**config.mk**
```make
export PLATFORM = sky130hd
export DESIGN_NAME = narrator_sequencer_flat
export DESIGN_NICKNAME = d
export VERILOG_FILES = /design/src/rtl/narrator_pkg.sv /design/src/rtl/narrator_sequencer_if.sv /design/src/rtl/narrator_sequencer_sync_fifo.sv /design/src/rtl/narrator_sequencer.sv /design/src/flat_wrapper.sv
export SDC_FILE = /design/constraint.sdc
export NUM_CORES = 1
export LEC_CHECK = 0
export ABC_CLOCK_PERIOD_IN_PS = 3940
export CELL_PAD_IN_SITES_DETAIL_PLACEMENT = 1
export CELL_PAD_IN_SITES_GLOBAL_PLACEMENT = 2
export CORE_ASPECT_RATIO = 0.6
export CORE_MARGIN = 3
export CORE_UTILIZATION = 37
export DETAILED_ROUTE_END_ITERATION = 8
export PLACE_DENSITY_LB_ADDON = 0.25
export SLEW_MARGIN = 20
export SYNTH_ARGS = -nofsm -noshare
export SYNTH_HDL_FRONTEND = slang
export SYNTH_SLANG_ARGS = --single-unit
```
**constraint.sdc**
```tcl
create_clock -name clk -period 3.94 [get_ports clk]
set_clock_uncertainty 0.2 [all_clocks]
set_input_delay 0.788 -clock clk [delete_from_list [all_inputs] [get_ports clk]]
set_output_delay 0.788 -clock clk [all_outputs]
set_load 0.02 [all_outputs]
```
**src/rtl/narrator_pkg.sv**
```systemverilog
// narrator_pkg: shared state encoding, word size and sample type for the narrator sequencer
package narrator_pkg;
  localparam int WORD_BYTES = 4;
  localparam int I_IDLE = 0, I_FETCH = 1, I_LOOKUP = 2, I_CHECK = 3, I_RD_REQ = 4;
  localparam int I_RD_WAIT = 5, I_EMIT_LO = 6, I_EMIT_HI = 7, I_ADV = 8, I_NEXT_PH = 9;
  typedef logic signed [15:0] sample_t;
  typedef enum logic [9:0] {
    IDLE    = 10'd1 << I_IDLE,
    FETCH   = 10'd1 << I_FETCH,
    LOOKUP  = 10'd1 << I_LOOKUP,
    CHECK   = 10'd1 << I_CHECK,
    RD_REQ  = 10'd1 << I_RD_REQ,
    RD_WAIT = 10'd1 << I_RD_WAIT,
    EMIT_LO = 10'd1 << I_EMIT_LO,
    EMIT_HI = 10'd1 << I_EMIT_HI,
    ADV     = 10'd1 << I_ADV,
    NEXT_PH = 10'd1 << I_NEXT_PH
  } state_t;
endpackage

```
**src/rtl/narrator_sequencer_if.sv**
```systemverilog
// narrator_sequencer_if: address table, flash read port and audio output of the sequencer
interface narrator_sequencer_if #(parameter int CODE_W = 6, parameter int ADDR_W = 24);
  import narrator_pkg::*;
  logic [CODE_W-1:0] tbl_index;
  logic [ADDR_W-1:0] tbl_start;
  logic [ADDR_W-1:0] tbl_end;
  logic              flash_read;
  logic [ADDR_W-1:0] flash_addr;
  logic              flash_waitrequest;
  logic              flash_readdatavalid;
  logic [31:0]       flash_readdata;
  sample_t           audio_sample;
  logic              audio_valid;
  modport master (
    output tbl_index, flash_read, flash_addr, audio_sample, audio_valid,
    input  tbl_start, tbl_end, flash_waitrequest, flash_readdatavalid, flash_readdata
  );
  modport slave (
    input  tbl_index, flash_read, flash_addr, audio_sample, audio_valid,
    output tbl_start, tbl_end, flash_waitrequest, flash_readdatavalid, flash_readdata
  );
endinterface

```
**src/rtl/narrator_sequencer_sync_fifo.sv**
```systemverilog
// sync_fifo: phoneme code queue with simultaneous push/pop and single-cycle flush
module sync_fifo #(
  parameter int DEPTH = 8,
  parameter int W = 6
) (
  input  logic         clk,
  input  logic         rst_n,
  input  logic         push,
  input  logic         pop,
  input  logic         flush,
  input  logic [W-1:0] din,
  output logic [W-1:0] dout,
  output logic         full,
  output logic         empty
);
  localparam int AW = $clog2(DEPTH);
  logic [W-1:0] mem [DEPTH];
  logic [AW-1:0] wp, rp;
  logic [AW:0] cnt;
  assign full = cnt == (AW+1)'(DEPTH);
  assign empty = cnt == '0;
  assign dout = mem[rp];
  // pointer and occupancy tracking; flush drops everything queued
  always_ff @(posedge clk or negedge rst_n)
    if (!rst_n) begin
      wp <= '0;
      rp <= '0;
      cnt <= '0;
    end else if (flush) begin
      wp <= '0;
      rp <= '0;
      cnt <= '0;
    end else begin
      wp <= push ? wp + AW'(1) : wp;
      rp <= pop ? rp + AW'(1) : rp;
      cnt <= cnt + (AW+1)'(push) - (AW+1)'(pop);
    end
  // storage write
  always_ff @(posedge clk)
    if (push && !flush) mem[wp] <= din;
endmodule

```
**src/rtl/narrator_sequencer.sv**
```systemverilog
// narrator_sequencer: queues phoneme codes and streams their flash words as paced audio samples
module narrator_sequencer
  import narrator_pkg::*;
#(
  parameter int FIFO_DEPTH = 8,
  parameter int CODE_W = 6,
  parameter int ADDR_W = 24
) (
  input  logic              clk,
  input  logic              rst_n,
  input  logic              code_wr,
  input  logic [CODE_W-1:0] code_in,
  input  logic              abort,
  input  logic              play_enable,
  input  logic              sample_tick,
  narrator_sequencer_if.master bus,
  output logic              phoneme_done,
  output logic              busy,
  output logic              fifo_full,
  output logic              overflow,
  output logic              bad_entry
);
  localparam int SH = $clog2(WORD_BYTES);
  localparam int WA = ADDR_W - SH;
  state_t state, nxt;
  logic [CODE_W-1:0] fifo_dout;
  logic [WA-1:0] waddr, wend;
  logic [31:0] word;
  logic empty, push, pop, kill, fire, last, bad, can_go, aborting;
  assign pop = state[I_FETCH];
  assign push = code_wr & ~abort & (~fifo_full | pop);
  assign kill = abort | aborting;
  assign fire = sample_tick & play_enable & ~abort;
  assign last = waddr == wend;
  assign bad = bus.tbl_start > bus.tbl_end;
  assign can_go = ~empty & play_enable;
  assign busy = ~empty | ~state[I_IDLE];
  assign bus.flash_read = state[I_RD_REQ];
  assign bus.flash_addr = {waddr, SH'(0)};
  sync_fifo #(.DEPTH(FIFO_DEPTH), .W(CODE_W)) u_fifo (
    .clk(clk), .rst_n(rst_n), .push(push), .pop(pop), .flush(abort),
    .din(code_in), .dout(fifo_dout), .full(fifo_full), .empty(empty)
  );
  // next state; abort forces IDLE except while a flash transaction must still finish
  always_comb begin
    nxt = state;
    case (state)
      IDLE:    nxt = can_go ? FETCH : IDLE;
      FETCH:   nxt = LOOKUP;
      LOOKUP:  nxt = CHECK;
      CHECK:   nxt = bad ? NEXT_PH : RD_REQ;
      RD_REQ:  nxt = bus.flash_waitrequest ? RD_REQ : RD_WAIT;
      RD_WAIT: nxt = !bus.flash_readdatavalid ? RD_WAIT : kill ? IDLE : EMIT_LO;
      EMIT_LO: nxt = fire ? EMIT_HI : EMIT_LO;
      EMIT_HI: nxt = fire ? ADV : EMIT_HI;
      ADV:     nxt = last ? NEXT_PH : RD_REQ;
      NEXT_PH: nxt = can_go ? FETCH : IDLE;
      default: nxt = IDLE;
    endcase
    if (abort && !(state[I_RD_REQ] || state[I_RD_WAIT])) nxt = IDLE;
  end
  // state register
  always_ff @(posedge clk or negedge rst_n)
    if (!rst_n) state <= IDLE;
    else state <= nxt;
  // datapath: table lookup, word address walk, sample emission and sticky flags
  always_ff @(posedge clk or negedge rst_n)
    if (!rst_n) begin
      aborting <= 1'b0;
      bus.tbl_index <= '0;
      waddr <= '0;
      wend <= '0;
      word <= '0;
      bus.audio_sample <= '0;
      bus.audio_valid <= 1'b0;
      phoneme_done <= 1'b0;
      overflow <= 1'b0;
      bad_entry <= 1'b0;
    end else begin
      aborting <= kill & (nxt[I_RD_REQ] | nxt[I_RD_WAIT]);
      bus.tbl_index <= pop ? fifo_dout : bus.tbl_index;
      if (state[I_CHECK]) begin
        waddr <= bus.tbl_start[ADDR_W-1:SH];
        wend <= bus.tbl_end[ADDR_W-1:SH];
      end else if (state[I_ADV] && !last) waddr <= waddr + WA'(1);
      if (state[I_RD_WAIT] && bus.flash_readdatavalid) word <= bus.flash_readdata;
      bus.audio_valid <= fire & (state[I_EMIT_LO] | state[I_EMIT_HI]);
      if (fire && state[I_EMIT_LO]) bus.audio_sample <= word[15:0];
      else if (fire && state[I_EMIT_HI]) bus.audio_sample <= word[31:16];
      phoneme_done <= ~abort & ((state[I_CHECK] & bad) | (state[I_ADV] & last));
      overflow <= ~abort & (overflow | (code_wr & fifo_full & ~pop));
      bad_entry <= ~abort & (bad_entry | (state[I_CHECK] & bad));
    end
endmodule

```
**src/flat_wrapper.sv**
```systemverilog
// flat-port wrapper written by rule: the top's interface ports become plain ports
module narrator_sequencer_flat import narrator_pkg::*;
#(
  parameter int FIFO_DEPTH = 8,
  parameter int CODE_W = 6,
  parameter int ADDR_W = 24
)
  (clk, rst_n, code_wr, code_in, abort, play_enable, sample_tick, phoneme_done, busy, fifo_full, overflow, bad_entry, bus_tbl_index, bus_flash_read, bus_flash_addr, bus_audio_sample, bus_audio_valid, bus_tbl_start, bus_tbl_end, bus_flash_waitrequest, bus_flash_readdatavalid, bus_flash_readdata);
  narrator_sequencer_if #(.CODE_W(CODE_W), .ADDR_W(ADDR_W)) bus_i ();
  input  logic clk;
  input  logic rst_n;
  input  logic code_wr;
  input  logic [CODE_W-1:0] code_in;
  input  logic abort;
  input  logic play_enable;
  input  logic sample_tick;
  output logic phoneme_done;
  output logic busy;
  output logic fifo_full;
  output logic overflow;
  output logic bad_entry;
  output wire logic [$bits(bus_i.tbl_index)-1:0] bus_tbl_index;
  output wire logic [$bits(bus_i.flash_read)-1:0] bus_flash_read;
  output wire logic [$bits(bus_i.flash_addr)-1:0] bus_flash_addr;
  output wire logic [$bits(bus_i.audio_sample)-1:0] bus_audio_sample;
  output wire logic [$bits(bus_i.audio_valid)-1:0] bus_audio_valid;
  input wire logic [$bits(bus_i.tbl_start)-1:0] bus_tbl_start;
  input wire logic [$bits(bus_i.tbl_end)-1:0] bus_tbl_end;
  input wire logic [$bits(bus_i.flash_waitrequest)-1:0] bus_flash_waitrequest;
  input wire logic [$bits(bus_i.flash_readdatavalid)-1:0] bus_flash_readdatavalid;
  input wire logic [$bits(bus_i.flash_readdata)-1:0] bus_flash_readdata;
  assign bus_tbl_index = bus_i.tbl_index;
  assign bus_flash_read = bus_i.flash_read;
  assign bus_flash_addr = bus_i.flash_addr;
  assign bus_audio_sample = bus_i.audio_sample;
  assign bus_audio_valid = bus_i.audio_valid;
  assign bus_i.tbl_start = bus_tbl_start;
  assign bus_i.tbl_end = bus_tbl_end;
  assign bus_i.flash_waitrequest = bus_flash_waitrequest;
  assign bus_i.flash_readdatavalid = bus_flash_readdatavalid;
  assign bus_i.flash_readdata = bus_flash_readdata;
  narrator_sequencer #(.FIFO_DEPTH(FIFO_DEPTH), .CODE_W(CODE_W), .ADDR_W(ADDR_W)) u_core (.clk(clk), .rst_n(rst_n), .code_wr(code_wr), .code_in(code_in), .abort(abort), .play_enable(play_enable), .sample_tick(sample_tick), .bus(bus_i), .phoneme_done(phoneme_done), .busy(busy), .fifo_full(fifo_full), .overflow(overflow), .bad_entry(bad_entry));
endmodule
```
==> impl_metrics.tcl, run 1 <==
set metrics [dict create \
    syn_to_final_growth_pct 28.5 \
    tightest_slew_ns 0.981 \
    grt_pass1_vias 6379 \
    slew_headroom_pct 34.6 \
    dpl.hpwl_um 17800 \
    tns_ns 0 \
    cp_data_arrival_time_ns 3.54 \
    core-area_um2 21400 \
    pin_count 147 \
    cts_hold_buf 0 \
    rsz0062_at_grt "no" \
    start_kind "input pin" \
    clkTransAtPathRegs_ns 0.07 \
    initial_utilization_pct 38.4 \
    grt_antenna_before_repair 0 \
    drtIter0Drc 406 \
    cts_repair_resize_count 0 \
    nets 973 \
    yosys_warnings 0 \
    root_buffer "clkbuf_16" \
    fmax_mhz 293 \
    worstSetupPathType "in -> reg" \
    yosysSeqAreaShare_pct 54.9 \
    post-place-ws_ns 0.129 \
    ys_seq_elements 171 \
    via_per_inst 5.32 \
    rows 41 \
    r2r_cells 7 \
    worst_ep_required_time_ns 4.06 \
    layout_worst_path_cycle_share_pct 86.6 \
    pwr_density_cell_nw_per_um2 488 \
    status "finished, final reports clean" \
    synth_enable_flop_cells 48 \
    cts.path.max_buffers 2 \
    p_leak_nw 4.24 \
    drc 0 \
    crit_fanout 4 \
    async_reset_ff_share_pct 71.9 \
    setup_violations 0 \
    syn_avg_cell_area_um2 11.7 \
    grt_first_pass_wirelength_um 38000 \
    final_antenna_net_count 0 \
    maxSlewViolCount 0 \
    finalWorstSetupSlack_ns 0.528 \
    post_route_cells_drive_above_1_share_pct 13.6 \
    globalplace.congestion 0.794 \
    diodes 0 \
    clock_sinks 171 \
    hp-class "in -> async" \
    clock_latency_ns 0.44 \
    syn_inst 706 \
    hold_viol 0 \
    grt_max_degree 65 \
    fp.dieW_um 199 \
    synth_cell_types 53 \
    cp-end-kind "flip-flop" \
    synth_area_um2 8240 \
    layout_min_cycle_time_ns 3.41 \
    cts_buffers 17 \
    vias 6051 \
    cts_tree "built" \
    overflow 0 \
    wirelength_um 24500 \
    portBuffers 144 \
    dr.pass1.iters 5 \
    die_y_um 122 \
    fp.dieArea_um2 24100 \
    ir_drop_uv 317 \
    cts_setup_buffers 0 \
    wire_per_inst_um 21.6 \
    h-tree-depth 4 \
    cap_viol_max_count 0 \
    ys.flop_type "dfrtp_1" \
    grtUsageTotal_pct 21.0 \
]
## per-layer routing
layer / share of wire (%) / vias up / track usage [%]
met5: 0 / - / 0
met4: 0.96 / 0 / 5.13
met3: 5.0 / 16 / 4.73
met2: 42 / 148 / 29.2
met1: 52 / 3070 / 32.8
li1: - / 2817 / -
## cells in the final DEF (no fill, tap or decap), drive strengths merged, types with 5 or more instances in the layout
cell	netlist	final
nand2b	6	6
and3	5	5
mux2i	8	8
mux4	12	12
nand4	12	12
clkinvlp	0	5
edfxtp	48	48
nor3	9	9
mux2	54	54
buf	11	10
nand3	18	18
clkbuf	22	17
nand2	56	56
clkdlybuf4s50	0	143
xnor2	15	15
o22ai	31	31
inv	34	40
xor2	36	36
nor2	49	49
a21oi	35	35
dfrtp	122	122
ha	32	32
nor4	11	11
o21ai	32	32
## worst paths after layout
check,slack (ns),to,from
max,0.53,u_core.aborting,bus_tbl_end[19]
min,0.24,u_core.wend[3],rst_n
max reg2reg,0.83,u_core.aborting,u_core.waddr[17]
min reg2reg,0.31,u_core.word[3],u_core.word[3]
max in group asynchronous,2.39,u_core.state[0],rst_n
min in group clk,0.31,u_core.word[3],u_core.word[3]
## critical path, stage by stage
cell             delay, ns
clkdlybuf4s50_1       0.48
inv_1                 0.05
ha_1                  0.33
nand4_1               0.26
or4_1                 0.60
a311oi_1              0.33
or4_2                 0.20
nor2_1                0.04
o31a_1                0.30
o22a_1                0.15
## area by class of cell
type	count	area, um^2
timing repair buffer	153	1520
clock inverter	15	184
multi-input combinational	468	3450
fill	2274	10900
sequential	171	4520
inverter	35	131
clock buffer	17	425
tap	279	349
## report_power, final
part	switching (mW)	leakage (nW)	internal, mW
sequential	0.227	2.00	2.01
combinational	0.590	1.96	0.570
clock	0.766	0.283	1.01
## kinds of logic after synthesis
logic type	count (synthesis)	synth area share, %
other	1	0.0455
xor gates and xnor gates	51	5.42
and+or+nand+nor	192	11.4
buffers and inverters	68	3.22
DFF	171	54.9
adders and majority gates	33	5.10
AOI/OAI and AO/OA	116	8.28
muxes	74	11.6
## metrics by stage
step | instances | instance area [um^2] | hold slack (ns) | util, % | total power, mW
2_1_floorplan | 707 | 8240 | 0.280 | - | 2.85
3_3_place_gp | 1106 | 9980 | 0.275 | 46.5 | 3.37
4_1_cts | 1138 | 10600 | 0.278 | 49.4 | 5.23
6_report | 1138 | 10600 | 0.245 | 49.4 | 5.17
3_5_place_dp | 1106 | 9980 | 0.297 | 46.5 | 3.42
5_1_grt | 1138 | 10600 | 0.293 | 49.4 | 5.44
## sequential cells by signal (all words and copies together), names as in the netlist, 4 cells and up
name,flops
u_core.state,10
u_core.waddr,22
u_core.word,32
u_core.u_fifo.mem,48
u_core.wend,22
u_core.bus.audio_sample,16
u_core.u_fifo.cnt,4
u_core.bus.tbl_index,6
## cell usage after synthesis (15+ instances only)
master,instances,share of area [%]
a21oi_1,35,2.1
clkbuf_1,22,1.0
dfrtp_1,122,37
edfxtp_1,48,17
ha_1,32,4.9
inv_1,34,1.5
mux2_2,54,7.4
nand2_1,56,2.6
nand3_1,18,1.1
nor2_1,49,2.2
o21ai_0,31,1.9
o22ai_1,31,2.4
xnor2_1,15,1.6
xor2_1,36,3.8
Power figures use the tool's default switching activity.
==> run 2, diff against run 1 <==
ABC_CLOCK_PERIOD_IN_PS = unset   (was 3940)
SLEW_MARGIN = 25   (was 20)
==> results of run 2 <==
The final DEF is identical to that of run 1; final timing and power are the same.
